==> config.mk <==
export PLATFORM = sky130hd
export DESIGN_NAME = letreiro_sequenciador
export DESIGN_NICKNAME = d
export VERILOG_FILES = /design/src/rtl/letreiro_sequenciador.sv
export SDC_FILE = /design/constraint.sdc
export NUM_CORES = 1
export LEC_CHECK = 0
export BUFFER_PORTS_ARGS = -buffer_cell sky130_fd_sc_hd__buf_4
export CELL_PAD_IN_SITES_DETAIL_PLACEMENT = 2
export CELL_PAD_IN_SITES_GLOBAL_PLACEMENT = 2
export CORE_MARGIN = 3
export CORE_UTILIZATION = 30
export DETAILED_ROUTE_END_ITERATION = 10
export GPL_ROUTABILITY_DRIVEN = 0
export PLACE_DENSITY_LB_ADDON = 0.2
export SLEW_MARGIN = 20
export SYNTH_ARGS = -nofsm -noshare
export SYNTH_HDL_FRONTEND = slang
export SYNTH_SLANG_ARGS = --single-unit
==> constraint.sdc <==
create_clock -name clock -period 2.65 [get_ports clock]
set_input_delay 0.53 -clock clock [delete_from_list [all_inputs] [get_ports clock]]
set_output_delay 0.53 -clock clock [all_outputs]
set_load 0.005 [all_outputs]
==> src/rtl/letreiro_sequenciador.sv <==
// Sequencer for the three-word sign (bar / mosca / azul).
// Plays one of four stored lighting programs with a programmable hold per step,
// a programmable repeat count and a blank gap between repetitions.
module letreiro_sequenciador #(
    parameter int GAP_CYCLES = 2,
    parameter int HOLD_W     = 8
) (
    input  logic              clock,
    input  logic              reset,
    input  logic              iniciar,
    input  logic              parar,
    input  logic [1:0]        modo,
    input  logic [HOLD_W-1:0] duracao,
    input  logic [3:0]        repeticoes,
    output logic [2:0]        palavras,
    output logic [3:0]        passo,
    output logic              ocupado,
    output logic              concluido
);

    localparam int GW = (GAP_CYCLES > 1) ? $clog2(GAP_CYCLES) : 1;
    localparam logic [GW-1:0] GAP_LAST = GW'((GAP_CYCLES > 0) ? GAP_CYCLES - 1 : 0);

    typedef enum logic [1:0] {StIdle, StRun, StGap} estado_t;

    estado_t           estado;
    logic [1:0]        modo_l;
    logic [HOLD_W-1:0] dur_l;
    logic [3:0]        rep_l;
    logic [HOLD_W-1:0] hold_cnt;
    logic [3:0]        loop_cnt;
    logic [GW-1:0]     gap_cnt;

    // Stored programs: word pattern for program m at step s.
    function automatic logic [2:0] padrao(input logic [1:0] m, input logic [3:0] s);
        logic [2:0] p;
        p = 3'b000;
        unique case (m)
            2'd0: begin
                case (s)
                    4'd1:    p = 3'b100;
                    4'd2:    p = 3'b110;
                    4'd3:    p = 3'b111;
                    4'd4:    p = 3'b100;
                    4'd5:    p = 3'b011;
                    4'd7:    p = 3'b111;
                    4'd8:    p = 3'b010;
                    4'd9:    p = 3'b001;
                    default: p = 3'b000;
                endcase
            end
            2'd1: p = (s == 4'd0) ? 3'b111 : 3'b000;
            2'd2: begin
                case (s)
                    4'd0:    p = 3'b100;
                    4'd1:    p = 3'b010;
                    default: p = 3'b001;
                endcase
            end
            2'd3: begin
                case (s)
                    4'd0:    p = 3'b100;
                    4'd1:    p = 3'b110;
                    4'd2:    p = 3'b111;
                    default: p = 3'b000;
                endcase
            end
            default: p = 3'b000;
        endcase
        return p;
    endfunction

    // Index of the last step of program m.
    function automatic logic [3:0] ultimo(input logic [1:0] m);
        logic [3:0] u;
        unique case (m)
            2'd0:    u = 4'd9;
            2'd1:    u = 4'd1;
            2'd2:    u = 4'd2;
            default: u = 4'd3;
        endcase
        return u;
    endfunction

    // Sequencer FSM; every output is loaded with the value for the upcoming cycle.
    always_ff @(posedge clock or negedge reset) begin
        if (!reset) begin
            estado    <= StIdle;
            modo_l    <= '0;
            dur_l     <= '0;
            rep_l     <= '0;
            hold_cnt  <= '0;
            loop_cnt  <= '0;
            gap_cnt   <= '0;
            palavras  <= '0;
            passo     <= '0;
            ocupado   <= 1'b0;
            concluido <= 1'b0;
        end else begin
            concluido <= 1'b0;
            unique case (estado)
                StIdle: begin
                    if (iniciar && !parar) begin
                        modo_l   <= modo;
                        dur_l    <= (duracao == '0) ? HOLD_W'(1) : duracao;
                        rep_l    <= repeticoes;
                        hold_cnt <= '0;
                        loop_cnt <= '0;
                        passo    <= '0;
                        palavras <= padrao(modo, 4'd0);
                        ocupado  <= 1'b1;
                        estado   <= StRun;
                    end
                end
                StRun: begin
                    if (parar) begin
                        estado   <= StIdle;
                        palavras <= '0;
                        passo    <= '0;
                        ocupado  <= 1'b0;
                    end else if (hold_cnt == dur_l - HOLD_W'(1)) begin
                        hold_cnt <= '0;
                        if (passo != ultimo(modo_l)) begin
                            passo    <= passo + 4'd1;
                            palavras <= padrao(modo_l, passo + 4'd1);
                        end else begin
                            loop_cnt <= loop_cnt + 4'd1;
                            passo    <= '0;
                            // Repeat count 0 means run until stopped.
                            if (rep_l != 4'd0 && loop_cnt + 4'd1 == rep_l) begin
                                estado    <= StIdle;
                                palavras  <= '0;
                                ocupado   <= 1'b0;
                                concluido <= 1'b1;
                            end else if (GAP_CYCLES == 0) begin
                                palavras <= padrao(modo_l, 4'd0);
                            end else begin
                                estado   <= StGap;
                                gap_cnt  <= '0;
                                palavras <= '0;
                            end
                        end
                    end else begin
                        hold_cnt <= hold_cnt + HOLD_W'(1);
                    end
                end
                StGap: begin
                    if (parar) begin
                        estado   <= StIdle;
                        palavras <= '0;
                        passo    <= '0;
                        ocupado  <= 1'b0;
                    end else if (gap_cnt == GAP_LAST) begin
                        estado   <= StRun;
                        hold_cnt <= '0;
                        passo    <= '0;
                        palavras <= padrao(modo_l, 4'd0);
                    end else begin
                        gap_cnt <= gap_cnt + GW'(1);
                    end
                end
                default: begin
                    estado   <= StIdle;
                    palavras <= '0;
                    passo    <= '0;
                    ocupado  <= 1'b0;
                end
            endcase
        end
    end

endmodule

==> run metrics <==
Syn Inst Count=273; largest area contributor in the netlist=dfrtp_1; delay-heaviest family, CP=simple AND/OR/NAND/NOR gates; Worst Clk Skew=0.0118 ns; crit path capture=passo[3]$_DFFE_PN0P_; Post-Syn Area per Cell=9.13 sq um; count of buffer and inverter cells on the critical path=1; top post-synthesis cells by area=dfrtp_1, mux2_2, nor2_1, ha_1, xor2_1; Final Critical Period=2.54 ns; Design Area, Final=0.00307 sq mm; CP startpoint kind=flop; Die Y=97.1 microns; Worst-Skew Late Latency=0.29 ns; type of the worst setup path=reg -> reg; first-pass GRT wire length=12,800 microns; Crit-path slowest cell=or4_1; worst min-delay path category=in -> async; area share of the largest cell type after synthesis=0.382; Post-Route WL=7370 microns; Yosys cell types=55; FP Rows=32; Slew HR=0.533; CP peak stage delay=0.51 ns; gr ovfl total=0; Post-synth top cells=dfrtp_1, nor2_1, nand2_1; status=finished, final reports clean; crit path max fanout=9; DP Cell Count=409; average vias per placed instance=5.39; R2R Path End=passo[3]$_DFFE_PN0P_; # DRC=0; Post-Syn Area=0.00249 sq mm; filler cell count=855; clk slew on worst S/H paths=0.08 ns; CTS tree=done; pwr dens=833 mW/mm^2; Final Max Tran Viols=0; Final Non-Filler Cells=416; Tot Pwr=2550 uW; Core Box Area=0.00789 sq mm; max cap viols=0; Worst EP arrival=2.76 ns; Antenna Nets Post-Route=0; period utilization=0.959; cell mode on critical path=a2111oi_4; Root Driver=clkbuf_8; Final setup viols=0; crit end category=flop; Crit Reg-Reg Startpoint=dur_l[5]$_DFFE_PN0P_; Fin Setup TNS=0 ns; Ys Warns=0; router iterations before antenna repair=4; DRT iter0 DRCs=21; largest net degree at the start of global routing=39; die area=0.00943 sq mm; H-tree depth=2; Cell Chain, Critical Path=nor4_4, and4_1, a2111oi_4, a2111oi_4, buf_4, o21ai_4, or4_1, nand2_1; Reg2Reg Setup Slack=0.11 ns; Final Hold Violating Endpoints=0; Max Freq=394 MHz; clock sinks=38; CP Depth=8; asr flop ratio synth=1.00; Static Leak=0.00133 uW; Area after DPL=0.00292 sq mm; post-DR wirelength/cell=17.7 microns; Slew @ Worst Pin=0.700 ns; peak supply drop=0.000333 V; dpl hpwl=5500 microns; CP startpoint=dur_l[5]$_DFFE_PN0P_; post-layout util=0.389; initial antenna violation count=0; ant diodes=0; r2r worst-path depth=8; Synth Flop Type=dfrtp_1; Layout Nets=340; via count=2,244; I/O pin count=27; required time worst endpoint=2.87 ns; sequential share of the synthesized area=0.382; #FFs+latches synth=38; most frequent cell after synthesis=dfrtp_1; Setup Fix Bufs, Post-CTS=0; register area=951 sq um; width of the chip=97.1 microns; Port Buf Inserts=26; Synth Net Count=299; area growth from synthesis to layout=23.1%; share of cells above drive strength 1=0.232; CTS Buf Count=5; Post-synth EDFFs=0; GRT Util Overall=0.165; Multi-input gate area=0.00151 sq mm; vias in the first global route=2,461; CTS max path bufs=2; initial core utilization=0.316
[flip-flops by register name, indices dropped and copies added, names as in the netlist, 2 cells and up]
| name | cells |
|---|---|
| loop_cnt | 4 |
| rep_l | 4 |
| estado | 2 |
| modo_l | 2 |
| dur_l | 8 |
| palavras | 3 |
| hold_cnt | 8 |
| passo | 4 |
[final cells by class]
cell class | count | area share
Multi-Input combinational cell | 215 | 0.492
Tap cell | 102 | 0.0416
Timing Repair Buffer | 44 | 0.108
Inverter | 10 | 0.0122
Clock buffer | 6 | 0.0269
Clock inverter | 1 | 0.00979
Sequential cell | 38 | 0.310
[placed cells by master (no fill, tap or decap), types with 2 or more instances in the layout]
cell,n
or4_1,2
mux2i_1,2
nor2b_1,5
xor2_1,11
nand3_1,8
a21boi_0,2
a21oi_1,14
nand2_1,23
and3b_1,2
inv_1,10
and2_1,2
nor3_1,7
nor3b_1,2
ha_1,7
o21bai_1,3
a22o_1,6
clkbuf_8,6
o21ai_0,17
nand2b_1,2
a2111oi_4,2
o22ai_1,4
mux2_2,12
o31ai_1,3
and3_1,5
a31oi_1,4
buf_4,44
xnor2_1,9
a21o_1,2
nor2_1,29
o2111ai_1,2
or3_1,2
dfrtp_1,38
[metal layers]
metal | track usage | vias up | wire, microns
li1 | - | 1066 | -
met1 | 0.221 | 1150 | 3550
met2 | 0.279 | 24 | 3600
met3 | 0.0273 | 4 | 160
met4 | 0.0356 | 0 | 54
met5 | 0 | - | 0
[kinds of logic after synthesis]
logic type / share of synthesized area
buffers and inverters: 0.0301
adder cells (fa/ha/maj): 0.0402
flip-flops: 0.382
XOR/XNOR: 0.0703
AND/OR/NAND/NOR: 0.212
AO/OA/AOI/OAI: 0.203
multiplexers: 0.0623
[power breakdown]
part           switching [uW]  leakage (uW)  internal, uW
sequential                220      0.000479           749
clock                     215     0.0000573           302
combinational             541      0.000799           526
total                     976       0.00133          1580
[how the worst min path moves through the flow]
stage | start | slack (ns) | end
after floorplan | reset | 0.23 | concluido$_DFF_PN0_
after detailed placement | palavras[0]$_DFFE_PN0P_ | 0.51 | palavras[0]$_DFFE_PN0P_
final | reset | 0.20 | dur_l[6]$_DFFE_PN0P_
after global routing | reset | 0.23 | dur_l[2]$_DFFE_PN0P_
after global placement | palavras[0]$_DFFE_PN0P_ | 0.50 | palavras[0]$_DFFE_PN0P_
after CTS | reset | 0.22 | dur_l[6]$_DFFE_PN0P_
[repair_timing]
action | 4_1_cts | 5_1_grt
pin swaps | 0 | 1
endpoints found under the hold margin | 0 | 0
setup endpoints to repair | 14 | 11
resized for setup | 2 | 5
hold buffers | 0 | 0
[stage by stage]
| step | setup slack [ns] | hold WS [ns] |
|---|---|---|
| final | 0.109 | 0.200 |
| after global routing | -0.0307 | 0.233 |
| after CTS | 0.0537 | 0.218 |
| after detailed placement | -0.184 | 0.506 |
| after global placement | -0.0226 | 0.504 |
| after floorplan | 0.0783 | 0.234 |
No activity file was read; power rests on OpenSTA's default activity.
